===== config.mk =====
export PLATFORM = sky130hd
export DESIGN_NAME = noc_packet_sender
export DESIGN_NICKNAME = d
export VERILOG_FILES = /design/src/rtl/noc_packet_sender.sv
export SDC_FILE = /design/constraint.sdc
export NUM_CORES = 1
export LEC_CHECK = 0
export ABC_AREA = 1
export CORE_MARGIN = 2
export CORE_UTILIZATION = 40
export CTS_CLUSTER_SIZE = 24
export DETAILED_ROUTE_END_ITERATION = 8
export HOLD_SLACK_MARGIN = 0.1
export PLACE_DENSITY_LB_ADDON = 0.2
export RECOVER_POWER = 25
export SLEW_MARGIN = 20
export SYNTH_ARGS = -nofsm -noshare
export SYNTH_HDL_FRONTEND = slang
export SYNTH_SLANG_ARGS = --single-unit

===== constraint.sdc =====
create_clock -name noc_clk -period 4.15 [get_ports noc_clk]
set_input_delay 0.415 -clock noc_clk [delete_from_list [all_inputs] [get_ports noc_clk]]
set_output_delay 0.415 -clock noc_clk [all_outputs]
set_load 0.01 [all_outputs]

===== src/rtl/noc_packet_sender.sv =====
`default_nettype none
// ============================================================================
// Module      : noc_packet_sender
// Description : NoC transmit endpoint. Turns descriptor + payload streams into
//               header/body/tail flits through one registered output slot.
// Revision    : 1.0 - initial release
// ============================================================================
module noc_packet_sender #(
    parameter int          DEST_W         = 8,
    parameter int          LEN_W          = 4,
    parameter logic [7:0]  SRC_ID         = 8'h00,
    parameter int          NOC_DATA_WIDTH = 32
) (
    input  logic                      noc_clk,
    input  logic                      noc_rst,
    input  logic                      pkt_valid,
    output logic                      pkt_ready,
    input  logic [DEST_W-1:0]         pkt_dest,
    input  logic [LEN_W-1:0]          pkt_len,
    input  logic                      pkt_data_valid,
    output logic                      pkt_data_ready,
    input  logic [NOC_DATA_WIDTH-1:0] pkt_data,
    output logic                      sender_valid,
    input  logic                      sender_ready,
    output logic [NOC_DATA_WIDTH-1:0] sender_flit,
    output logic                      sender_is_header,
    output logic                      sender_is_tail,
    output logic [15:0]               tx_pkt_cnt
);

    localparam logic [0:0] ST_IDLE = 1'b0;
    localparam logic [0:0] ST_BODY = 1'b1;

    logic [0:0]                r_state;
    logic [LEN_W-1:0]          r_remaining;
    logic                      w_slot_free;
    logic                      w_desc_hs;
    logic                      w_data_hs;
    logic [NOC_DATA_WIDTH-1:0] w_header;

    assign w_slot_free    = !sender_valid || sender_ready;
    assign pkt_ready      = (r_state == ST_IDLE) && w_slot_free;
    assign pkt_data_ready = (r_state == ST_BODY) && w_slot_free;
    assign w_desc_hs      = pkt_valid && pkt_ready;
    assign w_data_hs      = pkt_data_valid && pkt_data_ready;

    always_comb begin
        w_header                           = '0;
        w_header[DEST_W-1:0]               = pkt_dest;
        w_header[DEST_W +: LEN_W]          = pkt_len;
        w_header[DEST_W+LEN_W +: 8]        = SRC_ID;
    end

    // The state returns to IDLE as soon as the tail is loaded, so a descriptor
    // can be taken in the same cycle the tail drains.
    always_ff @(posedge noc_clk or posedge noc_rst) begin
        if (noc_rst) begin
            r_state          <= ST_IDLE;
            r_remaining      <= '0;
            sender_valid     <= 1'b0;
            sender_flit      <= '0;
            sender_is_header <= 1'b0;
            sender_is_tail   <= 1'b0;
            tx_pkt_cnt       <= 16'h0000;
        end else begin
            if (w_desc_hs) begin
                sender_valid     <= 1'b1;
                sender_flit      <= w_header;
                sender_is_header <= 1'b1;
                sender_is_tail   <= (pkt_len == '0);
                r_remaining      <= pkt_len;
                r_state          <= (pkt_len == '0) ? ST_IDLE : ST_BODY;
            end else if (w_data_hs) begin
                sender_valid     <= 1'b1;
                sender_flit      <= pkt_data;
                sender_is_header <= 1'b0;
                sender_is_tail   <= (r_remaining == LEN_W'(1));
                r_remaining      <= r_remaining - LEN_W'(1);
                if (r_remaining == LEN_W'(1)) begin
                    r_state <= ST_IDLE;
                end
            end else if (sender_ready) begin
                sender_valid <= 1'b0;
            end

            if (sender_valid && sender_ready && sender_is_tail) begin
                tx_pkt_cnt <= tx_pkt_cnt + 16'h0001;
            end
        end
    end

endmodule
`default_nettype wire

==> flow_summary.yaml, run 1 <==
floorplanning:
  floorplan.die.height_um: 85.61
  num_io_pins: 102
  die_w_um: 85.61
  floorplan.die_area_mm2: 0.007328
  placeableCoreArea_mm2: 0.006386
  placement_rows: 29
  initial_utilization_pct: 41.71
clock_tree:
  postCtsSetupRepairBufs: 0
  cts_hold_buffers: 0
  cts-htree-levels: 2
  post_cts_resize_count: 0
  cts_bufs_inserted: 5
  cts-root-to-sink-buffers: 2
  worst_skew_pair.late_latency_ns: 0.30
  cts.clk_slew.worst_paths_ns: 0.09
  cts_root_buffer: "clkbuf_8"
  clock_tree_from_tritoncts: "done"
  numClockSinks: 56
global_routing:
  track_usage_pct: 16.35
  grt_pass1_wl_mm: 9.777
  antenna_violations_before_repair: 0
  grt_start_max_net_pins: 35
  grt_pass1_vias: 2148
  remaining_global_route_overflow: 0
setup_path:
  critPathSlowestCell: "dlygate4sd3_1"
  cp_top_family: "buffers and inverters"
  critical_path.max_fanout: 3
  critical_path_buf_inv_count: 2
  worst_setup_path_end_kind: "output pin"
  critical_path.most_common_cell: "nor2_1"
  cp_data_arrival_time_ns: 1.71
  cpPeakStageDelay_ns: 0.59
  cp_cell_sequence: "dlygate4sd3_1 -> nor2_1 -> nor2_1 -> clkdlybuf4s50_1"
  critPathKind: "input port to output pin"
  critPathLaunchType: "input port"
  critPathRequiredTime_ns: 3.73
routing:
  count_of_vias_placed_by_the_detailed_router: 2216
  postRouteWirelength_mm: 5.796
  viasPerCell: 4.675
  drcViolationCount: 0
  detail_route.iter0.violations: 88
  ant_nets: 0
  routed_wire_length_per_instance_um: 12.23
  drt_pre_antenna_iters: 4
pwr:
  share_comb_of_total_power_pct: 45.1
  power_frac_clock_pct: 14.6
  p_per_area_mw_per_mm2: 582.7
  p_int_mw: 1.413
  power.ir.vdd_worst_v: 0.0002910
  design_power_total_mw: 2.179
  total_switching_power_mw: 0.7652
  power.switching_fraction_pct: 35.12
  p_leak_nw: 1.836
  power.sequential.fraction_pct: 40.3
hold_path:
  hold_class: "register to register"
sta:
  max_freq_mhz: 469.8
  grt_setup_unrepaired: "false"
  timing.final.hold_violations: 0
  slew_headroom_pct: 42.53
  post-route-min-period_ns: 2.129
  timing.setup.tns_ns: 0
  layout_worst_path_cycle_share_pct: 51.29
  tightestPinTransition_ns: 0.8610
  clock-skew-final_ns: 0.003163
  timing.final.max_slew_violations: 0
  finalSetupViolations: 0
  setup_slack_ns: 2.021
cells_and_area:
  commonest_non_fill_non_tap_cell_in_the_layout: "nand2_1"
  drive_above_1_share_pct: 6.297
  final_area_mm2: 0.003739
  area_growth_pct: 40.35
  antennaDiodeCount: 0
  finalNetCount: 449
  fin_cells: 474
  final_cell_mix: "117 x nand2_1, 99 x clkdlybuf4s50_1, 56 x dfrtp_1"
yosys:
  synthesis.instances: 296
  post_synthesis_cell_type_count: 29
  syn_area_per_cell_um2: 8.999
  synth_top_area_share_pct: 52.61
  postSynthRegisterBits: 56
  netlist.top_cell.by_area: "dfrtp_1"
  mappedNetlistNets: 348
  seq_area_frac_synth_pct: 52.61
  post_synth_instance_area_mm2: 0.002664
  synthesis.yosys.warnings: 0
  synth.area.top_cells: "dfrtp_1 53%, nand2_1 16%, nor2_1 3.4%, inv_1 3.1%, buf_6 3.0%"
placed_design:
  place.detailed.hpwl_mm: 4.313
  dpl_cell_area_mm2: 0.003695
  routability_congestion: 0.7776
  dp_cells: 467
  place_ws_ns: 2.028
  portBuffers: 101
run_status:
  outcome: "finished clean"
flow_run:
  maxCapViolations: 0
==> metal layers <==
layer  vias to the layer above  GRT usage (%)  routed length, um
met5                         -              0                  0
met4                         0          5.628                 93
met3                        10          3.657                329
met2                        72          26.28               2699
met1                      1023          21.91               2673
li1                       1111              -                  -
==> Yosys cell counts <==
master,count
a21oi_2,5
xor2_1,5
nand2_4,3
o21ai_1,1
nand2_2,2
nand3_4,3
inv_4,1
nand3b_1,2
inv_1,22
inv_2,1
xnor2_1,4
buf_2,1
xor2_2,2
o21bai_1,1
a21oi_1,4
nor3_2,1
o211ai_1,3
nor2_4,2
o21ai_0,10
ha_1,3
nor2_1,24
nor3_1,1
dfrtp_1,56
nand4_1,1
nor2_8,2
nand2_1,116
nand3_1,12
buf_6,7
clkinv_2,1
==> worst reg2reg max path, cell delays in order, from the launching register on <==
cell	delay (ns)
dfrtp_1	0.43
nand2_2	0.13
nand3_1	0.39
inv_2	0.53
nand3b_1	0.13
o211ai_1	0.10
==> power groups by stage <==
stage	combinational, mW	clock (mW)	sequential, mW
6_report	0.983	0.318	0.878
5_1_grt	1.08	0.348	0.907
4_1_cts	1.01	0.330	0.888
3_5_place_dp	1.00	0	0.895
3_3_place_gp	0.987	0	0.894
2_1_floorplan	0.443	0	0.972
==> flip-flops by register name (all words and copies together) (netlist names) <==
signal,count
sender_valid,1
sender_is_header,1
r_remaining,4
sender_is_tail,1
sender_flit,32
r_state,1
tx_pkt_cnt,16
==> final cells by class <==
type,count,area (um^2)
clock buffers,7,96.34
repair buffers,102,1018
fillers,621,2648
well taps,77,96.34
flip-flops and latches,56,1401
inverters,25,97.59
multi-input cells,207,1028
==> per-stage QoR <==
stage	utilization [%]	hold slack (ns)
after global placement	57.86	0.4528
final	58.54	0.4751
after global routing	58.54	0.5020
after CTS	59.37	0.4590
after detailed placement	57.86	0.4572
after floorplan	-	0.4652
==> logic make-up after synthesis <==
| logic type | synth area share [%] |
|---|---|
| adder cells (fa/ha/maj) | 1.409 |
| AO/OA/AOI/OAI | 5.589 |
| AND/OR/NAND/NOR | 29.40 |
| XOR/XNOR | 4.180 |
| flip-flops | 52.61 |
| buffers and inverters | 6.811 |
==> worst paths after layout <==
kind / end / cells after the start / from / slack (ns)
worst max-delay path: pkt_data_ready / 4 / sender_ready / 2.02
worst min-delay path: sender_flit[15] / 2 / sender_flit[15] / 0.48
worst max register to register: r_remaining[1] / 5 / sender_valid / 2.36
worst min register to register: sender_flit[15] / 2 / sender_flit[15] / 0.48
max in group asynchronous: tx_pkt_cnt[12] / 3 / noc_rst / 2.45
min in group asynchronous: sender_flit[28] / 2 / noc_rst / 0.73
Note: power is estimated with default switching activity, not from simulation.
==> run 2, diff against run 1 <==
clock period = 1.7 ns   (was 4.15 ns; I/O delays follow)
==> flow_summary.yaml, run 2 (synthesis results as in run 1) <==
cells_and_area:
  area_growth_pct: 44.72
  reg.largest.list: "sender_flit x32, tx_pkt_cnt x16, r_remaining x4"
  largest-register: "sender_flit"
  antennaDiodeCount: 0
  fillerInstances: 578
  drive_above_1_share_pct: 9.204
  final_cell_mix: "116 x nand2_1, 99 x clkdlybuf4s50_1, 55 x dfrtp_1"
  finalNetCount: 455
  commonest_non_fill_non_tap_cell_in_the_layout: "nand2_1"
  final_area_mm2: 0.003855
  max_ffs_per_register: 32
sta:
  grt_setup_unrepaired: "false"
  tightestPinTransition_ns: 0.7555
  setup_slack_ns: 0.06550
  max_freq_mhz: 611.8
  timing.final.max_slew_violations: 0
  layout_worst_path_cycle_share_pct: 96.15
  finalSetupViolations: 0
  hold_slack_ns: 0.4018
  timing.final.hold_violations: 0
  clock-skew-final_ns: 0.006386
  slew_headroom_pct: 49.64
  post-route-min-period_ns: 1.635
  timing.setup.tns_ns: 0
routing:
  drt_pre_antenna_iters: 4
  detail_route.iter0.violations: 95
  routed_wire_length_per_instance_um: 12.43
  count_of_vias_placed_by_the_detailed_router: 2218
  ant_nets: 0
  postRouteWirelength_mm: 5.955
  viasPerCell: 4.630
  drcViolationCount: 0
setup_path:
  worstReg2RegStart: "sender_valid"
  critPathRequiredTime_ns: 1.53
  critPathLaunchType: "register"
  critPathKind: "register to output pin"
  timing.critical_path.from: "r_state"
  worst_setup_path_end_kind: "output pin"
  cp_data_arrival_time_ns: 1.46
  critical_path.max_fanout: 2
global_routing:
  remaining_global_route_overflow: 0
  track_usage_pct: 17.22
  antenna_violations_before_repair: 0
  grt_pass1_wl_mm: 10.32
  grt_pass1_vias: 2275
  grt_start_max_net_pins: 57
pwr:
  power.ir.vdd_worst_v: 0.0009728
  power.sequential.fraction_pct: 38.8
  p_int_mw: 3.608
  power.switching_fraction_pct: 34.72
  share_comb_of_total_power_pct: 46.3
  design_power_total_mw: 5.528
  power_frac_clock_pct: 14.9
  p_per_area_mw_per_mm2: 1434
  p_leak_nw: 1.891
  total_switching_power_mw: 1.919
placed_design:
  portBuffers: 101
  place_ws_ns: 0.01733
  dpl_cell_area_mm2: 0.003742
  routability_congestion: 0.7436
  place.detailed.hpwl_mm: 4.336
clock_tree:
  cts_root_buffer: "clkbuf_8"
  cts_hold_buffers: 0
  cts-root-to-sink-buffers: 2
  numClockSinks: 56
  cts-htree-levels: 2
  worst_skew_pair.late_latency_ns: 0.30
  cts_bufs_inserted: 5
  clock_tree_from_tritoncts: "done"
  cts.clk_slew.worst_paths_ns: 0.09
floorplanning:
  floorplan.die.height_um: 85.61
  placement_rows: 29
  num_io_pins: 102
  initial_utilization_pct: 41.71
  placeableCoreArea_mm2: 0.006386
  die_w_um: 85.61
  floorplan.die_area_mm2: 0.007328
flow_run:
  maxCapViolations: 0
hold_path:
  min-delay-start: "pkt_data[27]"
  hold_class: "input port to register"
run_status:
  outcome: "finished clean"
## run 2: cell count changes in the layout (fill, tap and decap cells not counted), sizes merged
cell / previous run / this run
buf: 1 / 6
bufinv: 0 / 1
clkbuf: 7 / 6
clkinv: 1 / 2
dlygate4sd3: 2 / 1
dlymetal6s2s: 0 / 1
inv: 24 / 23
## run 2: power groups by stage
stage / registers, mW / clock network (mW) / logic [mW]
3_3_place_gp: 2.19 / 0 / 2.46
4_1_cts: 2.16 / 0.855 / 2.57
6_report: 2.15 / 0.824 / 2.56
5_1_grt: 2.21 / 0.909 / 2.82
3_5_place_dp: 2.19 / 0 / 2.53
2_1_floorplan: 2.37 / 0 / 1.08
## run 2: worst paths after layout
path | endpoint | slack (ns) | cells past startpoint
worst max register to register | sender_flit[2] | 0.26 | 7
max in group asynchronous | sender_valid | 0.62 | 3
worst min-delay path | sender_flit[27] | 0.40 | 3
worst min register to register | sender_flit[28] | 0.48 | 2
min in group asynchronous | tx_pkt_cnt[11] | 0.56 | 3
worst max-delay path | pkt_ready | 0.07 | 3
## run 2: worst max-delay path, stage by stage (launching register included)
cell and delay, ns:
dfrtp_1 0.39, buf_4 0.14, nor2_1 0.09, clkdlybuf4s50_1 0.54
## run 2: final cells by class
type,instances,area (um^2),area share (%)
clock buffers,5,68.82,1.785
multi-input cells,207,1081,28.04
well taps,77,96.34,2.499
inverters,25,97.59,2.532
clock inverters,1,30.03,0.7790
repair buffers,108,1079,27.98
flip-flops and latches,56,1403,36.38
## run 2: timing repair
action / in CTS / in global routing
hold endpoints to repair: 0 / 0
buffers inserted: 2 / 1
setup endpoints to repair: 2 / 2
resized for setup: 1 / 1
pin swaps: 0 / 0
## run 2: per-stage QoR
stage	std cells	utilization, %
6_report	479	60.36
5_1_grt	479	60.36
4_1_cts	478	60.40
3_5_place_dp	470	58.60
3_3_place_gp	470	58.60
2_1_floorplan	296	-
## run 2: per-layer routing
layer | track usage, % | part of all wire [%]
met3 | 4.042 | 5.7
met4 | 3.463 | 0.64
met1 | 22.94 | 46
met5 | 0 | 0
met2 | 28.91 | 48
==> run 3, diff against run 2 <==
--- a/config.mk
+++ b/config.mk
@@ -8,5 +8,5 @@
 export ABC_AREA = 1
 export CORE_MARGIN = 2
-export CORE_UTILIZATION = 40
+export CORE_UTILIZATION = 37
 export CTS_CLUSTER_SIZE = 24
 export DETAILED_ROUTE_END_ITERATION = 8
==> constraint.sdc (replaced) <==
create_clock -name noc_clk -period 1.7 [get_ports noc_clk]
set_input_delay 0.34 -clock noc_clk [delete_from_list [all_inputs] [get_ports noc_clk]]
set_output_delay 0.34 -clock noc_clk [all_outputs]
set_load 0.01 [all_outputs]
==> flow_summary.yaml, run 3 (synthesis results as in run 1) <==
global_routing:
  busiest_layer: "met2"
  grt_start_max_net_pins: 28
  remaining_global_route_overflow: 0
  antenna_violations_before_repair: 0
  track_usage_pct: 16.01
  grtUsageMet1_pct: 20.86
  grtUsageMet3_pct: 4.757
  grt_pass1_vias: 2142
  grt_util_met2_pct: 26.12
  grt_pass1_wl_mm: 9.853
routing:
  routed_wire_length_per_instance_um: 11.80
  postRouteWirelength_mm: 6.044
  drcViolationCount: 0
  drt_pre_antenna_iters: 4
  viasPerCell: 4.404
  ant_nets: 0
  detail_route.iter0.violations: 86
  count_of_vias_placed_by_the_detailed_router: 2255
sta:
  slew_headroom_pct: 49.96
  post-route-min-period_ns: 1.631
  timing.setup.tns_ns: 0
  layout_worst_path_cycle_share_pct: 95.96
  finalSetupViolations: 0
  clock-skew-final_ns: 0.01212
  timing.final.hold_violations: 0
  max_freq_mhz: 613.0
  setup_slack_ns: 0.06864
  grt_setup_unrepaired: "false"
  timing.final.max_slew_violations: 0
  tightestPinTransition_ns: 0.7465
cells_and_area:
  finalNetCount: 467
  max_ffs_per_register: 32
  reg.largest.list: "sender_flit x32, tx_pkt_cnt x16, r_remaining x4"
  antennaDiodeCount: 0
  drive_above_1_share_pct: 12.50
  fillerInstances: 649
  combined_flip_flop_and_latch_cell_area_mm2: 0.001404
  area_growth_pct: 49.46
  commonest_non_fill_non_tap_cell_in_the_layout: "nand2_1"
  area_taken_by_multi_input_logic_gates_mm2: 0.001081
  fin_cells: 512
  largest-register: "sender_flit"
  final_cell_mix: "116 x nand2_1, 96 x clkdlybuf4s50_1, 54 x dfrtp_1"
setup_path:
  worst_setup_path_end_kind: "output pin"
  cp_top_family: "buffers and inverters"
  critPathLaunchType: "register"
  critical_path.max_fanout: 4
  critPathKind: "register to output pin"
  critPathSlowestCell: "clkdlybuf4s50_1"
  cp.depth: 1
  cpPeakStageDelay_ns: 0.56
  cp_data_arrival_time_ns: 1.29
  critPathRequiredTime_ns: 1.36
  timing.critical_path.from: "tx_pkt_cnt[6]"
  worst_r2r_path_depth: 8
  critical_path_buf_inv_count: 1
  cp_cell_sequence: "clkdlybuf4s50_1"
  worstReg2RegStart: "tx_pkt_cnt[1]"
clock_tree:
  cts-root-to-sink-buffers: 2
  cts-htree-levels: 2
  clock_tree_from_tritoncts: "done"
  cts_bufs_inserted: 5
  cts.clk_slew.worst_paths_ns: 0.10
  numClockSinks: 56
  worst_skew_pair.late_latency_ns: 0.31
  cts_hold_buffers: 0
  cts_root_buffer: "clkbuf_8"
placed_design:
  place.detailed.hpwl_mm: 4.741
  routability_congestion: 0.7689
  dp_cells: 503
  portBuffers: 101
  place_ws_ns: -0.2813
pwr:
  power.ir.vdd_worst_v: 0.0006463
  p_leak_nw: 1.957
  p_per_area_mw_per_mm2: 1392
hold_path:
  worst_hold_path.num_cells: 2
  hold_class: "register to register"
  min-delay-start: "sender_flit[19]"
floorplanning:
  placeableCoreArea_mm2: 0.006869
  placement_rows: 30
  floorplan.die.height_um: 88.85
  die_w_um: 88.85
  num_io_pins: 102
  floorplan.die_area_mm2: 0.007894
  initial_utilization_pct: 38.78
run_status:
  outcome: "finished clean"
flow_run:
  maxCapViolations: 0
run 3: stage by stage:
step	total power, mW	util (%)	area, um^2	hold WS [ns]
floorplan	3.453	-	2668	0.4205
CTS	5.623	58.03	3986	0.3773
global placement	4.807	56.78	3900	0.4533
finish	5.543	57.96	3981	0.4741
global route	5.952	57.96	3981	0.5079
detailed placement	4.860	56.78	3900	0.4583
run 3: final cells by class:
type                       instances  area share, %
sequential                        56          35.26
timing repair buffer             120          29.82
multi-input combinational        207          27.15
tap                               96          3.017
inverter                          25          2.483
clock buffer                       8          2.263
run 3: path summary, 6_finish.rpt:
path                       slack (ns)              end
setup / recovery                 0.07    tx_pkt_cnt[6]
hold / removal                   0.47  sender_flit[19]
setup reg to reg                 0.32   tx_pkt_cnt[12]
hold reg to reg                  0.47  sender_flit[19]
max in group asynchronous        0.22     sender_valid
min in group asynchronous        0.56   sender_flit[8]
run 3: per-layer routing:
metal / wire (um) / up-vias
li1: - / 1150
met1: 2745 / 1038
met2: 2858 / 62
met3: 376 / 5
met4: 63 / 0
met5: 0 / -
run 3: where the power goes:
group	internal (mW)	switching [mW]	total, mW	leakage [nW]
combinational	1.41	1.23	2.64	1.22
sequential	1.84	0.307	2.15	0.691
clock	0.334	0.423	0.757	0.0455
run 3: timing repair:
| item | CTS | global route |
|---|---|---|
| gates resized for setup | 4 | 3 |
| setup buffers | 0 | 1 |
| pin swaps | 0 | 0 |
| endpoints found under the setup margin | 2 | 4 |
run 3: worst min-delay path, delay by kind of cell, from the launching register on:
kind | cells | cell delay [ns]
AND/OR/NAND/NOR | 2 | 0.10
flip-flops | 1 | 0.35
